[config.mk]
export PLATFORM = sky130hd
export DESIGN_NAME = reg_serial_reader
export DESIGN_NICKNAME = d
export VERILOG_FILES = /design/src/rtl/reg_serial_reader_pkg.sv /design/src/rtl/reg_serial_reader_bit_counter.sv /design/src/rtl/reg_serial_reader.sv
export SDC_FILE = /design/constraint.sdc
export NUM_CORES = 1
export LEC_CHECK = 0
export CELL_PAD_IN_SITES_DETAIL_PLACEMENT = 2
export CELL_PAD_IN_SITES_GLOBAL_PLACEMENT = 2
export CORE_ASPECT_RATIO = 0.75
export CORE_MARGIN = 4
export CORE_UTILIZATION = 25
export DETAILED_ROUTE_END_ITERATION = 12
export PLACE_DENSITY_LB_ADDON = 0.12
export SYNTH_ARGS = -nofsm -noshare
export SYNTH_HDL_FRONTEND = slang
export SYNTH_SLANG_ARGS = --single-unit
[constraint.sdc]
create_clock -name Clk -period 1.9 [get_ports Clk]
set_input_delay 0.38 -clock Clk [delete_from_list [all_inputs] [get_ports Clk]]
set_output_delay 0.38 -clock Clk [all_outputs]
set_load 0.01 [all_outputs]
[src/rtl/reg_serial_reader_pkg.sv]
// Shared definitions for the REG serial reader: FSM state encodings and width limits.
package reg_serial_reader_pkg;

  localparam int MAX_WIDTH = 64;

  typedef enum logic [1:0] {
    ST_IDLE = 2'd0,
    ST_DATA = 2'd1,
    ST_PAR  = 2'd2
  } state_t;

endpackage

[src/rtl/reg_serial_reader_bit_counter.sv]
// Loadable down-counter that tracks the remaining data beats of a frame.
module ser_bit_counter #(
  parameter int WIDTH = 4
) (
  input  logic             Clk,
  input  logic             Rst,
  input  logic             i_load,
  input  logic [WIDTH-1:0] i_load_val,
  input  logic             i_dec,
  output logic             o_zero
);

  logic [WIDTH-1:0] r_cnt;

  always_ff @(posedge Clk or negedge Rst) begin
    if (!Rst) begin
      r_cnt <= '0;
    end else if (i_load) begin
      r_cnt <= i_load_val;
    end else if (i_dec) begin
      r_cnt <= r_cnt - WIDTH'(1);
    end
  end

  assign o_zero = (r_cnt == '0);

endmodule

[src/rtl/reg_serial_reader.sv]
// Drains a parallel REG word onto a 1-bit valid/ready stream, with optional even parity.
module reg_serial_reader
  import reg_serial_reader_pkg::*;
#(
  parameter int DATAWIDTH = 8,
  parameter int MSB_FIRST = 1,
  parameter int PARITY_EN = 0
) (
  input  logic                 Clk,
  input  logic                 Rst,
  input  logic [DATAWIDTH-1:0] d,
  input  logic                 d_valid,
  output logic                 d_ready,
  output logic                 s_data,
  output logic                 s_valid,
  input  logic                 s_ready,
  output logic                 s_last,
  output logic                 busy
);

  localparam int CW = $clog2(DATAWIDTH + 1);

  state_t               r_state;
  state_t               w_state_nxt;
  logic [DATAWIDTH-1:0] r_shreg;
  logic [DATAWIDTH-1:0] w_shifted;
  logic                 r_par;
  logic                 w_load;
  logic                 w_shift;
  logic                 w_zero;
  logic                 w_out_bit;

  ser_bit_counter #(
    .WIDTH(CW)
  ) u_cnt (
    .Clk        (Clk),
    .Rst        (Rst),
    .i_load     (w_load),
    .i_load_val (CW'(DATAWIDTH - 1)),
    .i_dec      (w_shift),
    .o_zero     (w_zero)
  );

  // Shift toward the end being transmitted, zero-filling the vacated bit.
  assign w_shifted = (MSB_FIRST != 0) ? {r_shreg[DATAWIDTH-2:0], 1'b0}
                                      : {1'b0, r_shreg[DATAWIDTH-1:1]};
  assign w_out_bit = (MSB_FIRST != 0) ? r_shreg[DATAWIDTH-1] : r_shreg[0];

  assign busy    = (r_state != ST_IDLE);
  assign s_valid = busy;
  assign s_data  = (r_state == ST_PAR)  ? r_par :
                   (r_state == ST_DATA) ? w_out_bit : 1'b0;
  assign s_last  = (r_state == ST_PAR) ||
                   ((r_state == ST_DATA) && w_zero && (PARITY_EN == 0));

  // The final beat reopens the input so the next word loads without a bubble.
  assign d_ready = Rst && ((r_state == ST_IDLE) || (s_last && s_ready));

  always_comb begin
    w_state_nxt = r_state;
    w_load      = 1'b0;
    w_shift     = 1'b0;
    unique case (r_state)
      ST_IDLE: begin
        if (d_valid) begin
          w_load      = 1'b1;
          w_state_nxt = ST_DATA;
        end
      end
      ST_DATA: begin
        if (s_ready) begin
          if (!w_zero) begin
            w_shift = 1'b1;
          end else if (PARITY_EN != 0) begin
            w_state_nxt = ST_PAR;
          end else if (d_valid) begin
            w_load      = 1'b1;
            w_state_nxt = ST_DATA;
          end else begin
            w_state_nxt = ST_IDLE;
          end
        end
      end
      ST_PAR: begin
        if (s_ready) begin
          if (d_valid) begin
            w_load      = 1'b1;
            w_state_nxt = ST_DATA;
          end else begin
            w_state_nxt = ST_IDLE;
          end
        end
      end
      default: w_state_nxt = ST_IDLE;
    endcase
  end

  always_ff @(posedge Clk or negedge Rst) begin
    if (!Rst) begin
      r_state <= ST_IDLE;
      r_shreg <= '0;
      r_par   <= 1'b0;
    end else begin
      r_state <= w_state_nxt;
      if (w_load) begin
        r_shreg <= d;
        r_par   <= ^d;
      end else if (w_shift) begin
        r_shreg <= w_shifted;
      end
    end
  end

endmodule

==> summary.md <==
| Metric | Value |
|---|---|
| Antenna-violating nets left | `0` |
| FFs w/ async S/R, synth | `1.00` |
| Slew @ Worst Pin | `0.320 ns` |
| Synth Cell Area | `approximately 740 um2` |
| Area contributors post-synth | `dfrtp_1 44%, o21ai_0 8.1%, a211oi_1 7.1%` |
| Setup Buffers After CTS | `0` |
| WP data required | `roughly 1.5 ns` |
| First-pass GRT wire length | `4470 um` |
| CTS sink cnt | `13` |
| Iteration-0 DRC Markers | `50` |
| Post-synthesis sequential area ratio | `0.437` |
| Synth top area share | `0.437` |
| Highest clock rate | `0.547 GHz` |
| CTS tree | `built` |
| CP max stage cell | `dfrtp_1` |
| I/O pins | `17` |
| Layout cells sized above 1 | `0.243` |
| Fin Hold WS | `0.505 ns` |
| H-tree Lvls | `1` |
| Fin. max-slew vios | `0` |
| Post-Route WL | `2630 um` |
| CP startpoint kind | `flip-flop` |
| Yosys cell types | `27` |
| Die Ht | `55.3 um` |
| CP max stage delay | `0.38 ns` |
| Hold Buf Count CTS | `0` |
| Std cell rows | `16` |
| Cell family with most CP delay | `simple AND/OR/NAND/NOR gates` |
| RSZ-0062 raised after global routing | `yes` |
| IO Port Bufs | `16` |
| TritonCTS Buffers | `3` |
| Starting density of the core | `0.273` |
| Final WS setup | `around 0.07 ns` |
| Vias after detailed routing | `approximately 790` |
| Vias per cell | `roughly 5.4` |
| Top-count cell post-synth | `dfrtp_1` |
| CP max FO | `2` |
| Post-synth top cells | `13 x dfrtp_1, 12 x o21ai_0, 7 x a211oi_1, 7 x a31oi_1, 7 x nand4_1` |
| Drt first pass iters | `4` |
| GRT overflow | `0` |
| Maximum capacitance violations | `0` |
| Pwr/cell area | `between 1000 and 1500 nW/um2` |
| Top FF cell, synth | `dfrtp_1` |
| EDFF count, synth | `0` |
| Combinational share of power | `0.495` |
| Worst path buffer plus inverter count | `2` |
| Clock power share | `0.178` |
| Synthesized instance count | `83` |
| Drt wl/cell | `about 18 um` |
| Share of the core filled with cells | `0.397` |
| Worst R2R Path Depth | `7` |
| Syn-to-layout area delta | `45.0%` |
| Final hold vios | `0` |
| Max IR drop VDD | `0.000420 V` |
| Final-stage net count | `125` |
| Core area | `2720 um2` |
| Worst r2r dst | `r_shreg[2]` |
| Worst path cell trace | `inv_1 > ha_2 > or3b_4 > nor2_2 > buf_2` |
| Antenna diodes | `0` |
| Worst slew margin | `0.784` |
| DRC | `0` |
| CP arrival | `1.45 ns` |
| Area leader, netlist | `dfrtp_1` |
| Clk buf depth | `2` |
| Initial antenna violation count | `0` |
| CP Class | `flip-flop to primary output` |
| Reg power frac | `0.327` |
| Number of global-route vias before repair | `856` |
| FF+latch count, synth | `13` |
| Critical R2R Launch | `u_cnt.r_cnt[1]` |
| R2R Setup Slk | `0.23 ns` |
| Largest net degree at the start of global routing | `16` |
| Layout Skew | `~0.00046 ns` |
| Yosys warns | `0` |
| Tcrit/Tclk final | `0.963` |
| Clock-pin transition on the worst setup and hold timing paths | `0.06 ns` |
| Net Count, Synth | `96` |
| Routability Congestion | `0.777` |
| CTS root buffer | `clkbuf_8` |
| Setup WS pre-CTS | `-0.236 ns` |
| Leakage | `0.445 nW` |
| Sw Share | `0.360` |
| Post-route cell area | `1080 um2` |
| Post-placement cell area | `1030 um2` |
| Syn_area_per_cell | `between 8 and 9 um2` |
| Total GRT Usage | `0.144` |
| Worst hold-check path type | `input port to async pin` |
| Status | `completed` |
| CP endpoint kind | `primary output` |
| Switch Pwr | `0.000498 W` |
| Multi-input combinational cell area | `around 380 um2` |
| P_int | `0.000886 W` |
| Die span in x | `roughly 71 um` |
| Final setup viols | `0` |
| Total die area | `3920 um2` |
| HPWL after DPL | `1860 um` |
| FF+latch area | `around 330 um2` |
| Setup crit start | `u_cnt.r_cnt[1]` |
| Clock period minus worst slack | `1.83 ns` |
| Fillers | `325` |
| Worst skew pair latency | `0.24 ns` |
## layer usage
metal	global-route usage	vias up	wire length [um]
met5	0	-	0
met3	0.0471	4	142
met1	0.204	390	1250
met2	0.214	22	1220
met4	0.0295	0	23
li1	-	373	-
## worst reg2reg max path: cells and delay by family (launching register included)
kind | cells | cell delay, ns
buffers and inverters | 3 | 0.41
DFF | 1 | 0.38
AOI/OAI and AO/OA | 2 | 0.35
and+or+nand+nor | 1 | 0.27
adders and majority gates | 1 | 0.18
## cells by family (layout without fill, tap and decap cells)
logic type | after synthesis | in the layout | synth area share
flip-flops | 13 | 13 | 0.437
AO/OA/AOI/OAI | 34 | 34 | 0.284
adder cells (fa/ha/maj) | 1 | 1 | 0.0168
buffers and inverters | 12 | 40 | 0.0689
AND/OR/NAND/NOR | 23 | 23 | 0.193
## flip-flops by register name, summed over array words and instances, names as in the netlist
| signal | count |
|---|---|
| r_state | 1 |
| r_shreg | 8 |
| u_cnt.r_cnt | 4 |
## worst max path at each step
stage	to	slack, ns	cells past startpoint
2_1_floorplan	s_last	0.13	5
5_1_grt	d_ready	-0.02	7
3_5_place_dp	d_ready	-0.24	5
4_1_cts	d_ready	0.05	7
3_3_place_gp	d_ready	-0.22	5
6_report	s_last	0.07	5
## through the flow
stage | total power (W) | TNS [ns] | instances
6_report | 0.00138 | 0 | 147
2_1_floorplan | 0.000797 | 0 | 83
5_1_grt | 0.00151 | -0.0236 | 147
3_3_place_gp | 0.00111 | -0.364 | 143
3_5_place_dp | 0.00113 | -0.390 | 143
4_1_cts | 0.00138 | 0 | 147
## power by group through the flow
stage / clock (W) / combinational, W / sequential (W)
finish: 0.000246 / 0.000685 / 0.000452
global route: 0.000285 / 0.000760 / 0.000464
CTS: 0.000260 / 0.000674 / 0.000451
detailed placement: 0 / 0.000672 / 0.000454
global placement: 0 / 0.000655 / 0.000451
floorplan: 0 / 0.000348 / 0.000450
## placed cells by master, fill, tap and decap left out, drive strengths merged
cell type	instances
or3b	1
o21ai	13
nand4	7
o211ai	1
and2	2
clkbuf	4
nand2	5
nand3	1
or3	2
nor2	1
buf	18
clkdlybuf4s50	14
or4	1
o311ai	1
inv	3
o22a	1
a211oi	7
a21oi	4
clkinv	1
dfrtp	13
and4bb	1
nor3b	1
nand4bb	1
a31oi	7
ha	1
## cell type report
class                      instances  share of cell area
clock buffer                       4              0.0417
inverter                           4              0.0139
multi-input combinational         58               0.348
sequential                        13               0.301
tap                               36              0.0417
timing repair buffer              32               0.254
## repair_timing
item,in CTS,in global routing
setup endpoints to repair,2,2
endpoints found under the hold margin,0,0
gates resized for setup,9,3
pin swaps,0,3
No activity file was read; power rests on OpenSTA's default activity.
==> variant, RTL diff (same flow settings) <==
Set the parameter `DATAWIDTH` to 16 (it was 8).
--- a/src/rtl/reg_serial_reader.sv
+++ b/src/rtl/reg_serial_reader.sv
@@ -2,7 +2,7 @@
 module reg_serial_reader
   import reg_serial_reader_pkg::*;
 #(
-  parameter int DATAWIDTH = 8,
+  parameter int DATAWIDTH = 16,
   parameter int MSB_FIRST = 1,
   parameter int PARITY_EN = 0
 ) (
Ports: changed (resized d); port bits go from 17 to 25. The function was not compared with the original's and may differ.
==> variant against the unedited design <==
Fmax is 1.6% lower; clock skew is 0.0081 ns higher; combinational power is 49% higher; area after synthesis is 67% higher; count of clock-buffer cells in the layout stayed put; final area is 65% higher; first-iteration DRC count is 26% lower; power is 54% higher; setup slack worse by 0.030 ns; routed wire length is 54% higher; register-to-register slack worse by 0.15 ns; sequential cell count is 9 higher; worst hold slack better by 0.059 ns; largest cell class unchanged; largest power group unchanged.
==> variant: results (changes against the unedited design) <==
\begin{tabular}{lr}
\hline
Metric & Value \\
\hline
\multicolumn{2}{l}{\textbf{Finish}} \\
Fraction of final layout cells sized beyond drive strength 1 & 0.243 (-0.000640) \\
Final instance count without filler cells & 226 (+54\%) \\
Filler Cell Count & 497 (+53\%) \\
Nets & 191 (+53\%) \\
\multicolumn{2}{l}{\textbf{Setup path}} \\
Delay of the slowest cell on the worst path & 0.40 ns (+0.02 ns) \\
Setup slack on the worst flop-to-flop path & 0.08 ns (-0.15 ns) \\
Data arrival time of the critical path & 1.48 ns (+0.03 ns) \\
R2R Path End & r\_shreg[5]\$\_DFFE\_PN0P\_ \\
\multicolumn{2}{l}{\textbf{Yosys}} \\
Synthesized instance count & 135 (+63\%) \\
Adder-cell share of the synthesized area & 0.0101 (-0.00674) \\
Synth Area in Compound Gates & 0.255 (-0.0293) \\
Number of different library cells in the post-synthesis netlist & 34 (+26\%) \\
Most common library cells after synthesis & sky130\_fd\_sc\_hd\_\_dfrtp\_1, sky130\_fd\_sc\_hd\_\_inv\_1, sky130\_fd\_sc\_hd\_\_a21oi\_1 \\
\multicolumn{2}{l}{\textbf{Timing}} \\
Worst clock skew & 0.00860 ns (+0.00814 ns) \\
Slew margin rel. & 0.790 (+0.00562) \\
Final critical-path share of the clock period & 0.979 (+0.0158) \\
\multicolumn{2}{l}{\textbf{Global routing}} \\
GR Layer Usage met2 & 0.233 (+0.0190) \\
Met3 global-route usage & 0.0321 (-0.0150) \\
Aggregate global-route resource usage & 0.144 (-0.000265) \\
Met1 layer usage reported by global route & 0.195 (-0.00886) \\
Pin count of the biggest net entering global routing & 23 (+7) \\
Wire length of the first global-routing pass & 6910 um (+54\%) \\
\multicolumn{2}{l}{\textbf{CTS}} \\
Post-CTS setup repair buffer count & 3 (+3) \\
Register clock-pin slew on the reported worst setup and hold paths & 0.09 ns (+0.03 ns) \\
\multicolumn{2}{l}{\textbf{Power}} \\
Power share of the sequential group & 0.352 (+0.025) \\
Worst VDD drop & 0.000425 V (+1.3\%) \\
Static Leak & 0.728 nW (+64\%) \\
Switching power as a share of total power & 0.356 (-0.00391) \\
Total power density per cell area & 1200 nW/um\^{}2 (-6.5\%) \\
\multicolumn{2}{l}{\textbf{Placed design}} \\
Half-perimeter wire length after placement & 2730 um (+47\%) \\
Quantity of I/O buffers inserted on ports & 24 (+8) \\
Worst setup slack after placement & -0.191 ns (+0.0452 ns) \\
\multicolumn{2}{l}{\textbf{Outcome}} \\
Outcome & complete, no violations \\
\multicolumn{2}{l}{\textbf{Routing}} \\
Post-Route M1 WL & 1960 um (+57\%) \\
Final WL & 4050 um (+54\%) \\
DRC violation total after the first TritonRoute iteration & 37 (-26\%) \\
Count of vias placed by the detailed router & 1179 (+49\%) \\
\hline
\end{tabular}
## variant: cell count changes after synthesis, sizes merged, moves of 5 or more
cell | unedited run | this run
a31oi | 7 | 0
nor3 | 0 | 15
a221oi | 0 | 15
a21oi | 4 | 16
dfrtp | 13 | 22
inv | 3 | 17
nand4 | 7 | 1
o21ai | 13 | 5
a211oi | 7 | 0
buf | 2 | 7
## variant: worst register-to-register path, cell delays in order, from the launching register on
cell	delay, ns
sky130_fd_sc_hd__dfrtp_1	0.40
sky130_fd_sc_hd__inv_2	0.08
sky130_fd_sc_hd__ha_4	0.13
sky130_fd_sc_hd__buf_4	0.11
sky130_fd_sc_hd__or4b_4	0.53
sky130_fd_sc_hd__o21ai_4	0.19
sky130_fd_sc_hd__buf_12	0.17
sky130_fd_sc_hd__a221oi_1	0.10
## variant: final cells by class
cell class	count	area, um^2	area share
well taps	57	71.3	0.0401
flip-flops and latches	22	551	0.310
multi-input cells	83	591	0.332
repair buffers	43	445	0.251
inverters	17	63.8	0.0359
clock buffers	4	55.1	0.0310
